--- config.mk ---
export PLATFORM = sky130hd
export DESIGN_NAME = div_unit_flat
export DESIGN_NICKNAME = d
export VERILOG_FILES = /design/src/rtl/div_pkg.sv /design/src/rtl/div_if.sv /design/src/rtl/div_step.sv /design/src/rtl/div_unit.sv /design/src/flat_wrapper.sv
export SDC_FILE = /design/constraint.sdc
export NUM_CORES = 1
export LEC_CHECK = 0
export ABC_AREA = 1
export BUFFER_PORTS_ARGS = -buffer_cell sky130_fd_sc_hd__buf_4
export CORE_MARGIN = 2
export CORE_UTILIZATION = 35
export DETAILED_ROUTE_END_ITERATION = 6
export GPL_TIMING_DRIVEN = 0
export PLACE_DENSITY = 0.49
export SETUP_SLACK_MARGIN = 0.15
export SLEW_MARGIN = 15
export SYNTH_ARGS = -nofsm -noshare
export SYNTH_HDL_FRONTEND = slang
export SYNTH_SLANG_ARGS = --single-unit
--- constraint.sdc ---
create_clock -name clk -period 3.4 [get_ports clk]
set_input_delay 0.34 -clock clk [delete_from_list [all_inputs] [get_ports clk]]
set_output_delay 0.34 -clock clk [all_outputs]
set_load 0.05 [all_outputs]
--- src/rtl/div_pkg.sv ---
// Shared types, constants and helpers for the iterative RV32M divider.
package div_pkg;

  typedef enum logic [1:0] {
    DIV  = 2'b00,
    DIVU = 2'b01,
    REM  = 2'b10,
    REMU = 2'b11
  } div_op_e;

  typedef enum logic [1:0] {
    IDLE = 2'b00,
    CALC = 2'b01,
    DONE = 2'b10
  } div_state_e;

  localparam int unsigned DIV_STEPS     = 32;
  localparam logic [31:0] DIV_Q_DIVZERO = 32'hFFFF_FFFF;
  localparam logic [31:0] DIV_INT_MIN   = 32'h8000_0000;

  function automatic logic op_is_signed(div_op_e op);
    return (op == DIV) || (op == REM);
  endfunction

  function automatic logic op_is_rem(div_op_e op);
    return (op == REM) || (op == REMU);
  endfunction

  // Two's complement wrap makes -0x80000000 come back as 0x80000000.
  function automatic logic [31:0] cond_neg(logic [31:0] v, logic neg);
    return neg ? (~v + 32'd1) : v;
  endfunction

endpackage

--- src/rtl/div_if.sv ---
// Request/response bundle between the execute stage and the divider.
interface div_if;
  import div_pkg::*;

  logic        start;
  div_op_e     div_op;
  logic [31:0] operand_a;
  logic [31:0] operand_b;
  logic        busy;
  logic        done;
  logic [31:0] div_data;

  modport master (
    output start, div_op, operand_a, operand_b,
    input  busy, done, div_data
  );

  modport slave (
    input  start, div_op, operand_a, operand_b,
    output busy, done, div_data
  );

endinterface

--- src/rtl/div_step.sv ---
// One combinational radix-2 restoring division step on unsigned magnitudes.
module div_step (
  input  logic [31:0] rem,
  input  logic [31:0] quo,
  input  logic [31:0] divisor,
  output logic [31:0] rem_next,
  output logic [31:0] quo_next
);

  logic [31:0] rem_sh;
  logic        carry;
  logic [32:0] trial;
  logic        ge;

  // The bit shifted out of rem is the 33rd bit of the partial remainder.
  always_comb begin
    rem_sh   = {rem[30:0], quo[31]};
    carry    = rem[31];
    trial    = {1'b0, rem_sh} - {1'b0, divisor};
    ge       = carry | ~trial[32];
    rem_next = ge ? trial[31:0] : rem_sh;
    quo_next = {quo[30:0], ge};
  end

endmodule

--- src/rtl/div_unit.sv ---
// Iterative 32-bit DIV/DIVU/REM/REMU unit: one quotient bit per cycle, sign fix-up on completion.
module div_unit
  import div_pkg::*;
#(
  parameter int XLEN = 32
) (
  input  logic  clk,
  input  logic  rst,
  div_if.slave  bus
);

  div_state_e      state_q, state_d;
  logic [4:0]      cnt_q, cnt_d;
  logic [XLEN-1:0] rem_q, rem_d;
  logic [XLEN-1:0] quo_q, quo_d;
  logic [XLEN-1:0] divisor_q, divisor_d;
  div_op_e         op_q, op_d;
  logic            q_neg_q, q_neg_d;
  logic            r_neg_q, r_neg_d;
  logic            busy_q, busy_d;
  logic            done_q, done_d;
  logic [XLEN-1:0] data_q, data_d;

  logic            acc_signed;
  logic [XLEN-1:0] a_mag, b_mag;
  logic [XLEN-1:0] step_rem, step_quo;

  div_step u_step (
    .rem      (rem_q),
    .quo      (quo_q),
    .divisor  (divisor_q),
    .rem_next (step_rem),
    .quo_next (step_quo)
  );

  always_comb begin
    acc_signed = op_is_signed(bus.div_op);
    a_mag      = cond_neg(bus.operand_a, acc_signed & bus.operand_a[31]);
    b_mag      = cond_neg(bus.operand_b, acc_signed & bus.operand_b[31]);
  end

  always_comb begin
    state_d   = state_q;
    cnt_d     = cnt_q;
    rem_d     = rem_q;
    quo_d     = quo_q;
    divisor_d = divisor_q;
    op_d      = op_q;
    q_neg_d   = q_neg_q;
    r_neg_d   = r_neg_q;
    busy_d    = busy_q;
    done_d    = 1'b0;
    data_d    = data_q;

    unique case (state_q)
      IDLE: begin
        busy_d = 1'b0;
        if (bus.start) begin
          op_d      = bus.div_op;
          rem_d     = '0;
          quo_d     = a_mag;
          divisor_d = b_mag;
          q_neg_d   = acc_signed & (bus.operand_a[31] ^ bus.operand_b[31]);
          r_neg_d   = acc_signed & bus.operand_a[31];
          cnt_d     = '0;
          busy_d    = 1'b1;
          // Degenerate cases bypass the iteration and resolve in one cycle.
          if (bus.operand_b == '0) begin
            state_d = DONE;
            done_d  = 1'b1;
            data_d  = op_is_rem(bus.div_op) ? bus.operand_a : DIV_Q_DIVZERO;
          end else if (acc_signed && bus.operand_a == DIV_INT_MIN &&
                       bus.operand_b == '1) begin
            state_d = DONE;
            done_d  = 1'b1;
            data_d  = op_is_rem(bus.div_op) ? '0 : DIV_INT_MIN;
          end else begin
            state_d = CALC;
          end
        end
      end

      CALC: begin
        rem_d = step_rem;
        quo_d = step_quo;
        cnt_d = cnt_q + 5'd1;
        if (cnt_q == 5'(DIV_STEPS - 1)) begin
          state_d = DONE;
          done_d  = 1'b1;
          data_d  = op_is_rem(op_q) ? cond_neg(step_rem, r_neg_q)
                                    : cond_neg(step_quo, q_neg_q);
        end
      end

      DONE: begin
        state_d = IDLE;
        busy_d  = 1'b0;
      end

      default: begin
        state_d = IDLE;
        busy_d  = 1'b0;
      end
    endcase
  end

  always_ff @(posedge clk) begin
    if (rst) begin
      state_q   <= IDLE;
      cnt_q     <= '0;
      rem_q     <= '0;
      quo_q     <= '0;
      divisor_q <= '0;
      op_q      <= DIV;
      q_neg_q   <= 1'b0;
      r_neg_q   <= 1'b0;
      busy_q    <= 1'b0;
      done_q    <= 1'b0;
      data_q    <= '0;
    end else begin
      state_q   <= state_d;
      cnt_q     <= cnt_d;
      rem_q     <= rem_d;
      quo_q     <= quo_d;
      divisor_q <= divisor_d;
      op_q      <= op_d;
      q_neg_q   <= q_neg_d;
      r_neg_q   <= r_neg_d;
      busy_q    <= busy_d;
      done_q    <= done_d;
      data_q    <= data_d;
    end
  end

  assign bus.busy     = busy_q;
  assign bus.done     = done_q;
  assign bus.div_data = data_q;

endmodule

--- src/flat_wrapper.sv ---
// flat-port wrapper written by rule: the top's interface ports become plain ports
module div_unit_flat import div_pkg::*;
#(
  parameter int XLEN = 32
)
  (clk, rst, bus_start, bus_div_op, bus_operand_a, bus_operand_b, bus_busy, bus_done, bus_div_data);
  div_if bus_i ();
  input  logic clk;
  input  logic rst;
  input wire logic [$bits(bus_i.start)-1:0] bus_start;
  input wire logic [$bits(bus_i.div_op)-1:0] bus_div_op;
  input wire logic [$bits(bus_i.operand_a)-1:0] bus_operand_a;
  input wire logic [$bits(bus_i.operand_b)-1:0] bus_operand_b;
  output wire logic [$bits(bus_i.busy)-1:0] bus_busy;
  output wire logic [$bits(bus_i.done)-1:0] bus_done;
  output wire logic [$bits(bus_i.div_data)-1:0] bus_div_data;
  assign bus_i.start = bus_start;
  assign bus_i.div_op = bus_div_op;
  assign bus_i.operand_a = bus_operand_a;
  assign bus_i.operand_b = bus_operand_b;
  assign bus_busy = bus_i.busy;
  assign bus_done = bus_i.done;
  assign bus_div_data = bus_i.div_data;
  div_unit #(.XLEN(XLEN)) u_core (.clk(clk), .rst(rst), .bus(bus_i));
endmodule
---- Word level (Yosys, flattened, before mapping) ----
Cells that the tools add are included.
storage, ports and cells
  flip-flop bits (word level) ............. 141
  bits in latches ......................... 0
  RAM bits ................................ 0
  ROM bits ................................ 0
  input bits .............................. 69
  output and inout bits ................... 34
  logic and storage cells ................. 82
  memories kept ........................... 0
cells by class
  $add $sub $neg .......................... 6
  multipliers ............................. 0
  div/mod/pow operators ................... 0
  magnitude comparators ................... 0
  equality and inequality tests ........... 11
  shift operators ......................... 0
  multiplexer cells ....................... 31
  bitwise operators ....................... 10
  reductions and logical operators ........ 13
operators by type and width
  cell                                                                     count
  32-bit two-way mux                                                       14
  32-bit case mux with 2 select lines                                      3
  32-bit by 1-bit adder with 32-bit output, second input constant          4
  32-bit NOT                                                               4
  32-bit equality test, second input constant                              2
  32-bit by 32-bit subtractor with 33-bit output                           1
  32-bit logical NOT                                                       1
  5-bit case mux with 2 select lines                                       1
  2-bit equality test, second input constant                               4
  2-bit two-way mux                                                        4
  2-bit AND reduction                                                      3
  5-bit by 1-bit adder with 5-bit output, second input constant            1
  5-bit equality test, second input constant                               1
  1-bit two-way mux                                                        5
  5-bit two-way mux                                                        1
  2-bit logical NOT                                                        2
  1-bit case mux with 2 select lines                                       2
  2-bit case mux with 2 select lines                                       1
  4-bit AND reduction                                                      1
  1-bit AND                                                                3
  1-bit logical OR                                                         3
  3-bit by 1-bit inequality test with 1-bit output, second input constant  1
  2-bit by 1-bit equality test with 1-bit output, second input constant    1
  1-bit logical AND                                                        2
  other kinds (6)                                                          6

---- Longest topological paths before layout ----
  word-level depth ........................ 10
  depth in mapped cells ................... 34
  depth with buffers taken out ............ 32

---- Modules after synthesis ----
Synthesis repeated with hierarchy kept, for this count alone.
second synthesis, totals
  cell total of the unflattened synthesis .. 2399
  area, all modules ....................... 13260.2 um2
by module, submodules not included
  module    instances  cells each  area an instance (um2)  seq. area each (um2)
  div_unit  1          1695        9890.7                  2802.7
  div_step  1          704         3369.5                  0.0

---- Worst setup path before layout ----
No wires, ideal clock.
  path type ............................... register to register
  start ................................... register u_core.divisor_q[7]
  end ..................................... register u_core.data_q[30] (netlist: u_core.bus.div_data[30])
  library setup time ...................... 0.132 ns
  data arrival time ....................... 3.382 ns
  data required time ...................... 3.268 ns
  slack ................................... -0.114 ns
  stages on the path, launching flop included .. 31
  path buffers ............................ 2
  clock period less this slack ............ 3.514 ns
  cells stage by stage .................... dfxtp_1 > inv_1 > ha_1 > nand2_1 > inv_1 > a21oi_1 > nand2_2 > nand2_2 > nand2_2 > nand2_4 > nand2_4 > buf_6 > inv_2 > buf_2 > ha_1 > inv_1 > nor3_1 > nand3_1 > inv_1 > nand2_1 > inv_1 > nand4_1 > nor2_1 > nand2_1 > o21ai_0 > xor2_1 > o21ai_0 > inv_1 > nand2_1 > nand2_1 > a21oi_1
between the ends
  cells in the longest elaborated chain, start to end .. 10
  elaborated cells on any way between the ends .. 13
  classes of those cells .................. add/sub: 3; mux: 6; bitwise: 4
RTL lines
  item                                                RTL line         text
  from (decl)                                         div_unit.sv:16   logic [XLEN-1:0] divisor_q, divisor_d;
  from (signal assigned)                              div_unit.sv:125  divisor_q <= divisor_d;
  32-bit by 32-bit subtractor with 33-bit output (*)  div_step.sv:19   trial = {1'b0, rem_sh} - {1'b0, divisor};
  1-bit NOT                                           div_step.sv:20   ge = carry | ~trial[32];
  1-bit bitwise OR                                    div_step.sv:20
  32-bit two-way mux                                  div_step.sv:21   rem_next = ge ? trial[31:0] : rem_sh;
  32-bit NOT                                          div_pkg.sv:31    return neg ? (~v + 32'd1) : v;
  32-bit by 1-bit adder with 32-bit output            div_pkg.sv:31
  32-bit two-way mux                                  div_pkg.sv:31
  32-bit two-way mux (*)                              div_unit.sv:90   data_d = op_is_rem(op_q) ? cond_neg(step_rem, r_neg_q)
  32-bit two-way mux (*)                              div_unit.sv:87   if (cnt_q == 5'(DIV_STEPS - 1)) begin
  32-bit case mux with 2 select lines (*)             div_unit.sv:55   unique case (state_q)
  to (signal assigned)                                div_unit.sv:131  data_q <= data_d;
  to (decl)                                           div_unit.sv:22   logic [XLEN-1:0] data_q, data_d;
Mark *: on every way between the ends. The rest lies on a longest branch, timed or not. The select of a mux whose other input is x is not followed.
A chain may end at the register's enable or synchronous reset.

---- Worst setup path in the final report ----
  start ................................... register u_core.divisor_q[26]
  end ..................................... register u_core.data_q[28] (netlist: u_core.bus.div_data[28])
The elaborated chain is that of the path after synthesis.

==> results.tsv <==
stage	metric	value	unit
global_route	total track usage	30.2	%
yosys	Primary FF master, synth	dfxtp_1	
cts	CTS root buffer	clkbuf_16	
setup_path	Critical Path Sink	u_core.bus.div_data[28]	
sta	RSZ-0062 raised after global routing	true	
pwr	Combinational Power Share	64.5	%
setup_path	worst endpoint required time	3.77	ns
sta	Fin Setup TNS	-4.25	ns
route	DRC	0	
pwr	leakage power	7.55	nW
setup_path	crit-path max FO	6	
setup_path	WP depth	31	
yosys	Seq/Total Area, Yosys	22.3	%
setup_path	slowest stage delay, CP	0.31	ns
cts	CTS tree	yes	
sta	post-route minimum period	3.71	ns
setup_path	flop-to-flop setup slack	-0.31	ns
yosys	Netlist cell types	51	
pwr	peak supply drop	0.000522	V
cts	TritonCTS Sinks	140	
floorplanning	Die W	194	um
setup_path	worst reg2reg startpoint	u_core.divisor_q[26]	
setup_path	Reg-to-Reg End	u_core.bus.div_data[28]	
job	Max-Cap Viols	0	
yosys	cells after synthesis	2229	
route	Final ANT Viol Nets	0	
cts	CTS buffer count	17	
route	Initial DRT Pass Iterations	6	
pwr	Pwr Density	650	nW/um2
floorplanning	Placement Rows	69	
floorplanning	I/O Pins	103	
route	DR iter-0 viols	1253	
cts	Clock Tree Buf Depth	2	
yosys	Yosys reg bits	140	
route	wire per inst	19.8	um
setup_path	cell family with most CP delay	simple AND/OR/NAND/NOR gates	
sta	achievable frequency	270	MHz
global_route	vias in the first global route	14419	
sta	# setup viols final	27	
place	GP Congestion	1.01	
place	post-DP HPWL	46200	um
setup_path	slowest stage cell, crit path	dfxtp_1	
pwr	internal power	5.41	mW
yosys	Synth Warn #	0	
finish	Area Overhead vs Synth	30.6	%
finish	post-layout net count	2533	
sta	Hold Vio Cnt, Final	0	
pwr	Seq pwr share	18.2	%
route	vias per cell	5.27	
pwr	Switching Share	49.2	%
floorplanning	Starting Density	35.4	%
yosys	Synth area leader	dfxtp_1	
pwr	clock share of power	17.3	%
setup_path	arrival time worst endpoint	4.07	ns
place	pre-CTS setup slack	-1.14	ns
global_route	gr ovfl total	0	
finish	diode count	0	
yosys	share of the synthesized area in the top cell type	22.3	%
yosys	syn_nets	2338	
sta	Min Hold Slack	0.206	ns
setup_path	most frequent CP cell	nand2_1	
sta	setup slack after layout	-0.305	ns
place	port bufs	101	
sta	period utilization	109	%
yosys	post-synthesis cell area	12600	um2
cts	latest clock arrival within the worst-skew pair	0.45	ns
finish	share of cells above drive strength 1	21.5	%
cts	number of H-tree levels	4	
run_status	status	finished with violations	
floorplanning	core area	35500	um2
pwr	Net Sw Power	5.25	mW
cts	Post-CTS Hold Buffers	0	
yosys	Post-synth EDFFs	0	
floorplanning	die area	37500	um2
global_route	initial antenna violation count	0	
global_route	largest net degree at the start of global routing	17	
cts	Worst-path clk slew	0.07	ns
route	WL final	57200	um
setup_path	Crit. Startpoint	u_core.divisor_q[26]	
floorplanning	Die Y	194	um
global_route	global-route wire length before repair	85800	um
setup_path	Bufs and invs on worst path	11	
sta	final max-slew violation count	0	
route	DR vias	15254	
setup_path	crit path kind	flop to flop	
min_path	Hold Path Class	input port to flop	
yosys	ys async rst share	0	%
sta	Worst-Margin Slew	0.971	ns
run_status	failing checks	negative setup slack	
sta	Worst Skew	0.0149	ns
setup_path	Startpoint Class	flop	
setup_path	R2R cell count	31	
setup_path	CP Capture Type	flop	
yosys	Avg Cell Area, Syn	5.64	um2
sta	Slew HR	35.3	%
yosys	top post-synthesis cells by area	dfxtp_1 22%, nand2_1 21%, inv_1 9.5%	
-- area by class of cell --
type                            count  area (um2)
Buffer                             85         418
Clock buffer                       18         439
Clock inverter                     12         116
Fill cell                        3801       19100
Inverter                          332        1270
Multi-Input combinational cell   1672        9320
Sequential cell                   140        2840
Tap cell                          461         577
Timing Repair Buffer              176        1440
-- cell families (layout without fill, tap and decap cells) --
family                   count (synthesis)  count (layout)  synth area share, %
AO/OA/AOI/OAI                          353             353                 15.9
XOR/XNOR                                41              41                 2.86
adder cells (fa/ha/maj)                 40              40                 4.04
buffers and inverters                  417             623                 12.9
flip-flops                             140             140                 22.3
AND/OR/NAND/NOR                       1238            1238                 42.1
-- metal layers --
metal	routed length [um]	vias up	track usage (%)
li1	-	7563	-
met1	27000	7091	42.7
met2	24300	524	45.6
met3	4600	76	7.30
met4	1290	0	8.28
met5	0	-	0
-- state kept, by name, indices dropped and copies added, names as in the netlist --
register	cells
u_core.bus.done	1
u_core.cnt_q	5
u_core.divisor_q	32
u_core.q_neg_q	1
u_core.bus.div_data	32
u_core.rem_q	32
u_core.r_neg_q	1
u_core.state_q	2
u_core.quo_q	32
u_core.op_q	1
u_core.bus.busy	1
-- placed cells by master (no fill, tap or decap), drive strengths merged, types with 4 or more instances in the layout --
master    Yosys  routed
buf          20     196
nand3       210     210
clkbuf       65      83
ha           39      39
clkinv        5       9
dfxtp       140     140
nor4          9       9
clkinvlp      0       4
nor2        199     199
a21oi       158     158
o211ai       23      23
nand2       722     722
nand4        33      33
nor3         37      37
inv         327     330
a22oi         4       4
xnor2        17      17
nand3b        5       5
a31oi        37      37
o221ai       11      11
or2          18      18
o21ai       108     108
xor2         24      24
-- worst min path at each step --
stage | startpoint | endpoint | slack [ns] | cells after the start
2_1_floorplan | u_core.cnt_q[3] | u_core.cnt_q[3] | 0.44 | 2
3_3_place_gp | u_core.bus.busy | u_core.bus.busy | 0.45 | 2
3_5_place_dp | u_core.bus.busy | u_core.bus.busy | 0.46 | 2
4_1_cts | bus_start | u_core.state_q[0] | 0.19 | 3
5_1_grt | bus_start | u_core.state_q[0] | 0.22 | 3
6_report | bus_start | u_core.state_q[0] | 0.21 | 3
-- Yosys cell counts (3+ instances only) --
cell,n
a21o_1,3
a21oi_1,153
a21oi_2,4
a22oi_1,4
a31oi_1,37
and2_1,3
buf_1,7
buf_2,6
buf_6,6
clkbuf_1,65
clkinv_1,5
dfxtp_1,140
ha_1,39
inv_1,317
inv_2,10
nand2_1,701
nand2_2,19
nand3_1,208
nand3b_1,5
nand4_1,33
nor2_1,188
nor2_2,8
nor2_4,3
nor3_1,33
nor3_2,4
nor4_1,7
o211ai_1,23
o21ai_0,97
o21ai_1,8
o21ai_2,3
o221ai_1,11
or2_1,11
or2_2,6
xnor2_1,17
xor2_1,24
-- tightest hold or removal path, stage by stage --
cell and delay (ns):
buf_4 0.12, nand4_1 0.08, a21oi_1 0.06
-- repair_timing --
item | CTS | global route
setup buffers | 61 | 11
hold endpoints to repair | 0 | 0
gates cloned | 3 | 0
resized for setup | 259 | 54
setup endpoints to repair | 33 | 32
pin swaps | 79 | 25
-- power by group through the flow --
stage	clock network, mW	registers (mW)	logic (mW)
global route	1.94	1.95	7.45
finish	1.85	1.94	6.88
global placement	0	1.95	5.08
CTS	1.87	1.93	6.44
floorplan	0	1.97	3.58
detailed placement	0	1.95	5.09
-- metrics by stage --
stage / utilization (%) / cells / total power, mW / area (um2)
finish: 46.3 / 2896 / 10.7 / 16400
global route: 46.3 / 2896 / 11.3 / 16400
CTS: 45.5 / 2885 / 10.2 / 16200
detailed placement: 40.1 / 2791 / 7.04 / 14200
global placement: 40.1 / 2791 / 7.03 / 14200
floorplan: - / 2229 / 5.55 / 12900
No activity file was read; power rests on OpenSTA's default activity.
